**config.mk**
```make
export PLATFORM = sky130hd
export DESIGN_NAME = data_mem_stage
export DESIGN_NICKNAME = d
export VERILOG_FILES = /design/src/rtl/data_mem_stage.sv
export SDC_FILE = /design/constraint.sdc
export NUM_CORES = 2
export LEC_CHECK = 0
export BUFFER_PORTS_ARGS = -buffer_cell sky130_fd_sc_hd__buf_2
export CAP_MARGIN = 20
export CORE_ASPECT_RATIO = 2
export CORE_UTILIZATION = 35
export DETAILED_ROUTE_END_ITERATION = 12
export HOLD_SLACK_MARGIN = 0.1
export PLACE_DENSITY = 0.59
export SYNTH_ARGS = -nofsm -noshare
export SYNTH_HDL_FRONTEND = slang
export SYNTH_SLANG_ARGS = --single-unit
export TNS_END_PERCENT = 10
```
**constraint.sdc**
```tcl
create_clock -name clk -period 16.1 [get_ports clk]
set_input_delay 2.415 -clock clk [delete_from_list [all_inputs] [get_ports clk]]
set_output_delay 2.415 -clock clk [all_outputs]
set_load 0.02 [all_outputs]
```
**src/rtl/data_mem_stage.sv**
```systemverilog
// MIPS memory stage: sync data RAM plus ALU pass-through, results RD_LAT cycles after accept.
// Backpressure: ready_dm low while the clear engine zero-fills the RAM; unaccepted ops are dropped.
module data_mem_stage #(
  parameter int DATA_W = 8,
  parameter int ADDR_W = 8,
  parameter int DEPTH  = 256,
  parameter int RD_LAT = 1,
  parameter int CLR_EN = 1
) (
  input  logic              clk,
  input  logic              reset,
  input  logic              valid_ex,
  input  logic [DATA_W-1:0] ans_ex,
  input  logic [DATA_W-1:0] dm_data,
  input  logic              mem_en_ex,
  input  logic              mem_rw_ex,
  input  logic              mem_sel_ex,
  input  logic              clr_req,
  output logic              ready_dm,
  output logic [DATA_W-1:0] ans_dm,
  output logic              valid_dm,
  output logic              addr_err
);

  localparam int AW = (DEPTH > 1) ? $clog2(DEPTH) : 1;
  localparam int CW = ADDR_W + 1;
  localparam logic [CW-1:0] DEPTH_C = CW'(DEPTH);
  localparam logic [CW-1:0] LAST_C  = CW'(DEPTH - 1);

  typedef enum logic {S_CLEAR, S_RUN} state_t;

  state_t            state;
  logic [CW-1:0]     clr_cnt;
  logic [DATA_W-1:0] ram [DEPTH];

  logic [ADDR_W-1:0] addr;
  logic [AW-1:0]     idx;
  logic              in_range;
  logic              accept;
  logic              is_load;
  logic              do_store;

  assign addr     = ans_ex[ADDR_W-1:0];
  assign in_range = ({1'b0, addr} < DEPTH_C);
  assign idx      = in_range ? addr[AW-1:0] : '0;
  assign accept   = valid_ex & ready_dm & ~reset;
  assign is_load  = mem_en_ex & ~mem_rw_ex;
  assign do_store = accept & mem_en_ex & mem_rw_ex & in_range;

  always_ff @(posedge clk) begin
    if (reset) begin
      clr_cnt <= '0;
      if (CLR_EN != 0) begin
        state    <= S_CLEAR;
        ready_dm <= 1'b0;
      end else begin
        state    <= S_RUN;
        ready_dm <= 1'b1;
      end
    end else begin
      case (state)
        S_CLEAR: begin
          if (clr_cnt == LAST_C) begin
            state    <= S_RUN;
            ready_dm <= 1'b1;
          end else begin
            clr_cnt <= clr_cnt + CW'(1);
          end
        end
        S_RUN: begin
          // The op presented alongside clr_req is still accepted this cycle.
          if (clr_req) begin
            state    <= S_CLEAR;
            ready_dm <= 1'b0;
            clr_cnt  <= '0;
          end
        end
        default: begin
          state    <= S_CLEAR;
          ready_dm <= 1'b0;
          clr_cnt  <= '0;
        end
      endcase
    end
  end

  // Clear and store never coincide: ready_dm is low throughout CLEAR.
  always_ff @(posedge clk) begin
    if (!reset && state == S_CLEAR)
      ram[clr_cnt[AW-1:0]] <= '0;
    else if (do_store)
      ram[idx] <= dm_data;
  end

  logic [DATA_W-1:0] rd_q;

  always_ff @(posedge clk) begin
    if (accept)
      rd_q <= ram[idx];
  end

  logic              v1;
  logic              sel1;
  logic              ld1;
  logic              err1;
  logic [DATA_W-1:0] ans1;
  logic [DATA_W-1:0] res1;

  // Stage-1 controls only load on accept, so the result mux holds between ops.
  always_ff @(posedge clk) begin
    if (reset) begin
      v1   <= 1'b0;
      sel1 <= 1'b0;
      ld1  <= 1'b0;
      err1 <= 1'b0;
      ans1 <= '0;
    end else begin
      v1 <= accept;
      if (accept) begin
        sel1 <= mem_sel_ex;
        ld1  <= is_load & in_range;
        err1 <= mem_en_ex & ~in_range;
        ans1 <= ans_ex;
      end
    end
  end

  assign res1 = sel1 ? (ld1 ? rd_q : '0) : ans1;

  generate
    if (RD_LAT == 1) begin : g_lat1
      assign ans_dm   = res1;
      assign valid_dm = v1;
      assign addr_err = err1;
    end else begin : g_lat2
      logic              v2;
      logic              err2;
      logic [DATA_W-1:0] ans2;

      always_ff @(posedge clk) begin
        if (reset) begin
          v2   <= 1'b0;
          err2 <= 1'b0;
          ans2 <= '0;
        end else begin
          v2 <= v1;
          if (v1) begin
            ans2 <= res1;
            err2 <= err1;
          end
        end
      end

      assign ans_dm   = ans2;
      assign valid_dm = v2;
      assign addr_err = err2;
    end
  endgenerate

endmodule
```
==> Yosys cells after proc, flatten, opt, wreduce, memory -nomap -nowiden <==
Memories as Yosys holds them, arrays and structs flattened. A register that Yosys moved wholly into a read port is not among the register bits.
Cells that the tools add are included.
{ "word_totals": {"wordCells": 45, "ram_bits": 2048, "n_memories": 1, "reg_bits": 22, "out_inout_bits": 11} }
{ "op_classes": {"n_addsub": 1, "n_mux": 19, "bitwise": 8, "n_reduce_logical": 5, "n_eq_ne": 4} }
{ "mem_list": {"columns": ["name", "depth", "word_bits", "read_ports", "rd_clocked_by_memory_dff", "write_ports", "line", "source"], "rows": [
  ["ram", 256, 8, 1, 1, 1, "34", "logic [DATA_W-1:0] ram [DEPTH];"]
]} }
{ "op_table": {"columns": ["cell", "n"], "rows": [
  ["$mux W8", 4],
  ["$mux W9", 2],
  ["$pmux W9 S2", 1],
  ["$mux W1", 10],
  ["$add A9 B1 Y9 const B", 1],
  ["$eq A9 B8 Y1 const B", 1],
  ["$reduce_or A8 Y1", 1],
  ["$ne A2 B2 Y1 const B", 3],
  ["$and A1 B1 Y1", 5],
  ["$pmux W1 S2", 2],
  ["$reduce_and A2 Y1", 2],
  ["$not A1 Y1", 3],
  ["$logic_and A1 B1 Y1", 1],
  ["$logic_not A1 Y1", 1]
]} }

==> Longest topological paths before layout <==
{ "depth": {"word_depth": 9, "ltp_mapped": 11, "ltp_nobuf": 11} }

==> Least setup slack after synthesis <==
OpenSTA, ideal clock, no wires.
{ "synth_path": {"path_kind": "in2reg", "startpoint": "input reset", "endpoint": "memory ram[0][0], data pin", "stages": 4, "setup_ns": 0.868, "path_slack_ns": 8.698, "n_path_buf": 2, "arrival_ns": 6.534, "required_time_ns": 15.232, "cell_sequence": "clkbuf_1 > nor3_4 > clkbuf_1 > and2_1"} }
{ "synth_via": {"elab_chain_len": 9, "word_cells_on_any_way": 11, "classes_between": "mux: 4; bitwise: 4; reduce/logical: 3"} }
{ "synth_lines": {"columns": ["item", "line", "source"], "rows": [
  ["start: declaration", "11", "input logic reset,"],
  ["$not A1 Y1", "46", "assign accept = valid_ex & ready_dm & ~reset;"],
  ["$and A1 B1 Y1", "46", null],
  ["$and A1 B1 Y1 (2 in series)", "48", "assign do_store = accept & mem_en_ex & mem_rw_ex & in_range;"],
  ["$mux W1", "91", "else if (do_store)"],
  ["$mux W1 (*)", "89", "if (!reset && state == S_CLEAR)"],
  ["$mux W1 (implied by the code) (*)", "92", "ram[idx] <= dm_data;"],
  ["$reduce_or A8 Y1 (no source line) (*)", null, null],
  ["$mux W8 (no source line) (*)", null, null],
  ["end: declaration", "34", null]
]} }
Mark *: on every way between the ends. The rest lies on a longest branch, timed or not.

==> key figures <==
Status
  • Outcome: complete, but fails checks
  • Violated checks: design-rule violations

Die
  • Core ar.: 230000 µm²
  • Top-Level Pins: 34
  • Die Area: 234000 µm²
  • Die extent in y: just under 700 µm
  • Initial core utilization: 0.353
  • Site Rows: around 250
  • Width of the die: 343 µm

Clock tree
  • CTS Buffer Depth: 4
  • CTS resizes: 0
  • Root buffer cell: clkbuf_16
  • Post-CTS Setup Inserts: 0
  • Hold Buf Count CTS: 0
  • Total CTS buffers: between 150 and 200
  • Clk pin slew, worst setup/hold paths: around 0.060 ns
  • Clock Sinks: a little over 2000
  • CTS HTree Levels: 4
  • Clk_lat worst skew: 0.85 ns
  • CTS tree: built

Layout
  • Commonest non-fill, non-tap cell in the layout: edfxtp_1
  • Final nets: between 4000 and 5000
  • Fillers: a little over 20000
  • Design Area, Final: ~90000 µm²
  • Fraction of layout cells with a size suffix above 1: 0.200
  • Area Overhead vs Synth: 10.9%
  • Most frequent cells in the layout: edfxtp_1 (2056), mux4_2 (408), nor2_1 (320)

Timing
  • Endpoints failing setup: 0
  • Setup TNS: 0 ns
  • Crit path time final: roughly 7 ns
  • Worst-margin pin slew: around 1.3 ns
  • Tcrit/Tclk final: 0.438
  • Max-slew violations: 0
  • Final Hold Fails: 0
  • Slew HR: 0.143
  • Clock Skew: between 0.04 and 0.05 ns
  • RSZ-0062 raised after global routing: no
  • F_max: between 0.1 and 0.15 GHz

GRT
  • Initial antenna violation count: 9
  • Congestion Overflow GR: 0
  • First-pass GRT wire length: 313000 µm
  • Largest net degree at the start of global routing: roughly 110
  • Vias in the first global route: between 40000 and 50000
  • GR Util All Layers: 0.188

Worst setup path
  • CP Launch Type: primary input
  • Arrival @ worst endpoint: 7.56 ns
  • CP max FO: 86
  • WP data required: 16.62 ns
  • CP endpoint kind: flip-flop
  • WS Path Type: in2reg

Logic synthesis
  • Syn Area/Cell: 20.1 µm²
  • Seq/Total Area, Yosys: 0.765
  • Ys flop type: edfxtp_1
  • Post-synthesis cell type count: 70
  • Seq cells post-synth: 2078
  • Post-Syn Instances: a little over 4000
  • EDFF count, synth: just over 2000
  • Synthesized Nets: 4062
  • Post-synth ARST share: 0
  • Synth warnings: 0
  • Synth Cell Area: ~81000 µm²

Run
  • Max_cap viols: 0

Placement
  • DP HPWL: about 140000 µm
  • Post-DP Area: roughly 85000 µm²
  • Gpl congestion: approximately 0.85
  • Port buffer count: 32

Detailed routing
  • First DRT Iteration DRCs: between 3000 and 4000
  • Drt drc: 2
  • DRT antenna net count: 0
  • Routed wire length: 222000 µm
  • DR WL/cell: between 30 and 40 µm
  • Via Count: 39686
  • Via-to-Cell Ratio: ~5.5
  • 1st-pass router iterations: 10

Min path
  • HP Class: reg2reg

Power
  • Peak supply drop: 0.120 mV
  • Leakage: 25.8 nW
  • PD cells: 116 nW/µm²
-- routing by layer --
| layer | vias up | routed length (µm) | track usage |
|---|---|---|---|
| li1 | 16755 | - | - |
| met1 | 21010 | 72400 | 0.194 |
| met2 | 1392 | 123000 | 0.352 |
| met3 | 519 | 10700 | 0.0243 |
| met4 | 10 | 15900 | 0.119 |
| met5 | - | 58 | 0 |
-- layout make-up --
class,count,area (µm²),area share
antenna,4,10.0,0.000111
inverter,14,52.6,0.000583
timing repair buffer,145,1160,0.0129
sequential,2078,62200,0.690
multi-input combinational,1699,17500,0.195
clock inverter,88,920,0.0102
clock buffer,205,4470,0.0496
tap,3012,3770,0.0418
-- worst max-delay path: stages --
cell	delay (ns)
buf_8	0.24
buf_12	0.55
buf_4	0.74
buf_4	0.75
buf_4	0.81
mux4_2	0.59
a22oi_1	0.48
a21oi_1	0.19
a211oi_1	0.38
nor4_1	0.12
-- worst paths after layout --
kind                                start     endpoint  slack (ns)  cells after the start
worst max register to register      state  ram[226][0]       11.20                      8
worst max-delay path            ans_ex[0]      rd_q[7]        9.05                     10
worst min-delay path              ans1[6]      ans1[6]        0.47                      2
worst min register to register    ans1[6]      ans1[6]        0.47                      2
-- cell families after synthesis --
group / after synthesis / synth area share
other: 1 / 0.0000461
adders and majority gates: 2 / 0.000308
buffers and inverters: 260 / 0.0204
muxes: 625 / 0.140
AOI/OAI and AO/OA: 458 / 0.0406
and+or+nand+nor: 608 / 0.0329
xor gates and xnor gates: 5 / 0.000539
DFF: 2078 / 0.765
-- power by group --
part | internal (W) | switching [W] | total, W
clock network | 0.00227 | 0.00194 | 0.00421
registers | 0.00585 | 0.00000240 | 0.00585
logic | 0.000152 | 0.000277 | 0.000428
total | 0.00828 | 0.00222 | 0.0105
-- flip-flops by register name, summed over array words and instances (netlist names) --
| register | cells |
|---|---|
| rd_q | 8 |
| ans1 | 8 |
| ld1 | 1 |
| valid_dm | 1 |
| ready_dm | 1 |
| sel1 | 1 |
| state | 1 |
| ram | 2048 |
| clr_cnt | 9 |
-- per-stage QoR --
stage	hold WS [ns]	instances	setup WS [ns]	utilization	total power [W]
after floorplan	0.436	4037	8.70	-	0.00625
after global placement	0.444	6933	8.13	0.367	0.00641
after detailed placement	0.456	6941	8.09	0.367	0.00641
after CTS	0.465	7234	8.94	0.391	0.0105
after global routing	0.481	7242	8.58	0.391	0.0107
final	0.465	7245	9.05	0.391	0.0105
-- Yosys cell counts (all sizes together), types with 3 or more instances --
cell,instances,area (µm²)
edfxtp,2056,61700
mux4,410,9240
nor2,322,1210
mux2i,211,2110
buf,148,1230
a22oi,132,991
nand2,127,477
clkbuf,98,375
a21oi,84,420
o21ai,48,244
o221ai,42,380
nand3,38,190
nor3,33,181
o22ai,33,206
a22o,31,272
a221oi,23,264
dfxtp,22,440
nand2b,19,119
and2,18,113
a31oi,16,100
inv,13,48.8
nor2b,9,56.3
nor4,9,87.6
a211oi,8,65.1
o32ai,8,77.6
nand4,7,43.8
a2111oi,6,52.6
o211ai,6,45.0
a32oi,5,43.8
and3,5,31.3
nand3b,5,41.3
xor2,5,43.8
mux2,4,45.0
o2bb2ai,4,35.0
or2,4,25.0
nor3b,3,27.5
o311a,3,30.0
o31a,3,26.3
or3,3,18.8
No activity file was read; power rests on OpenSTA's default activity.
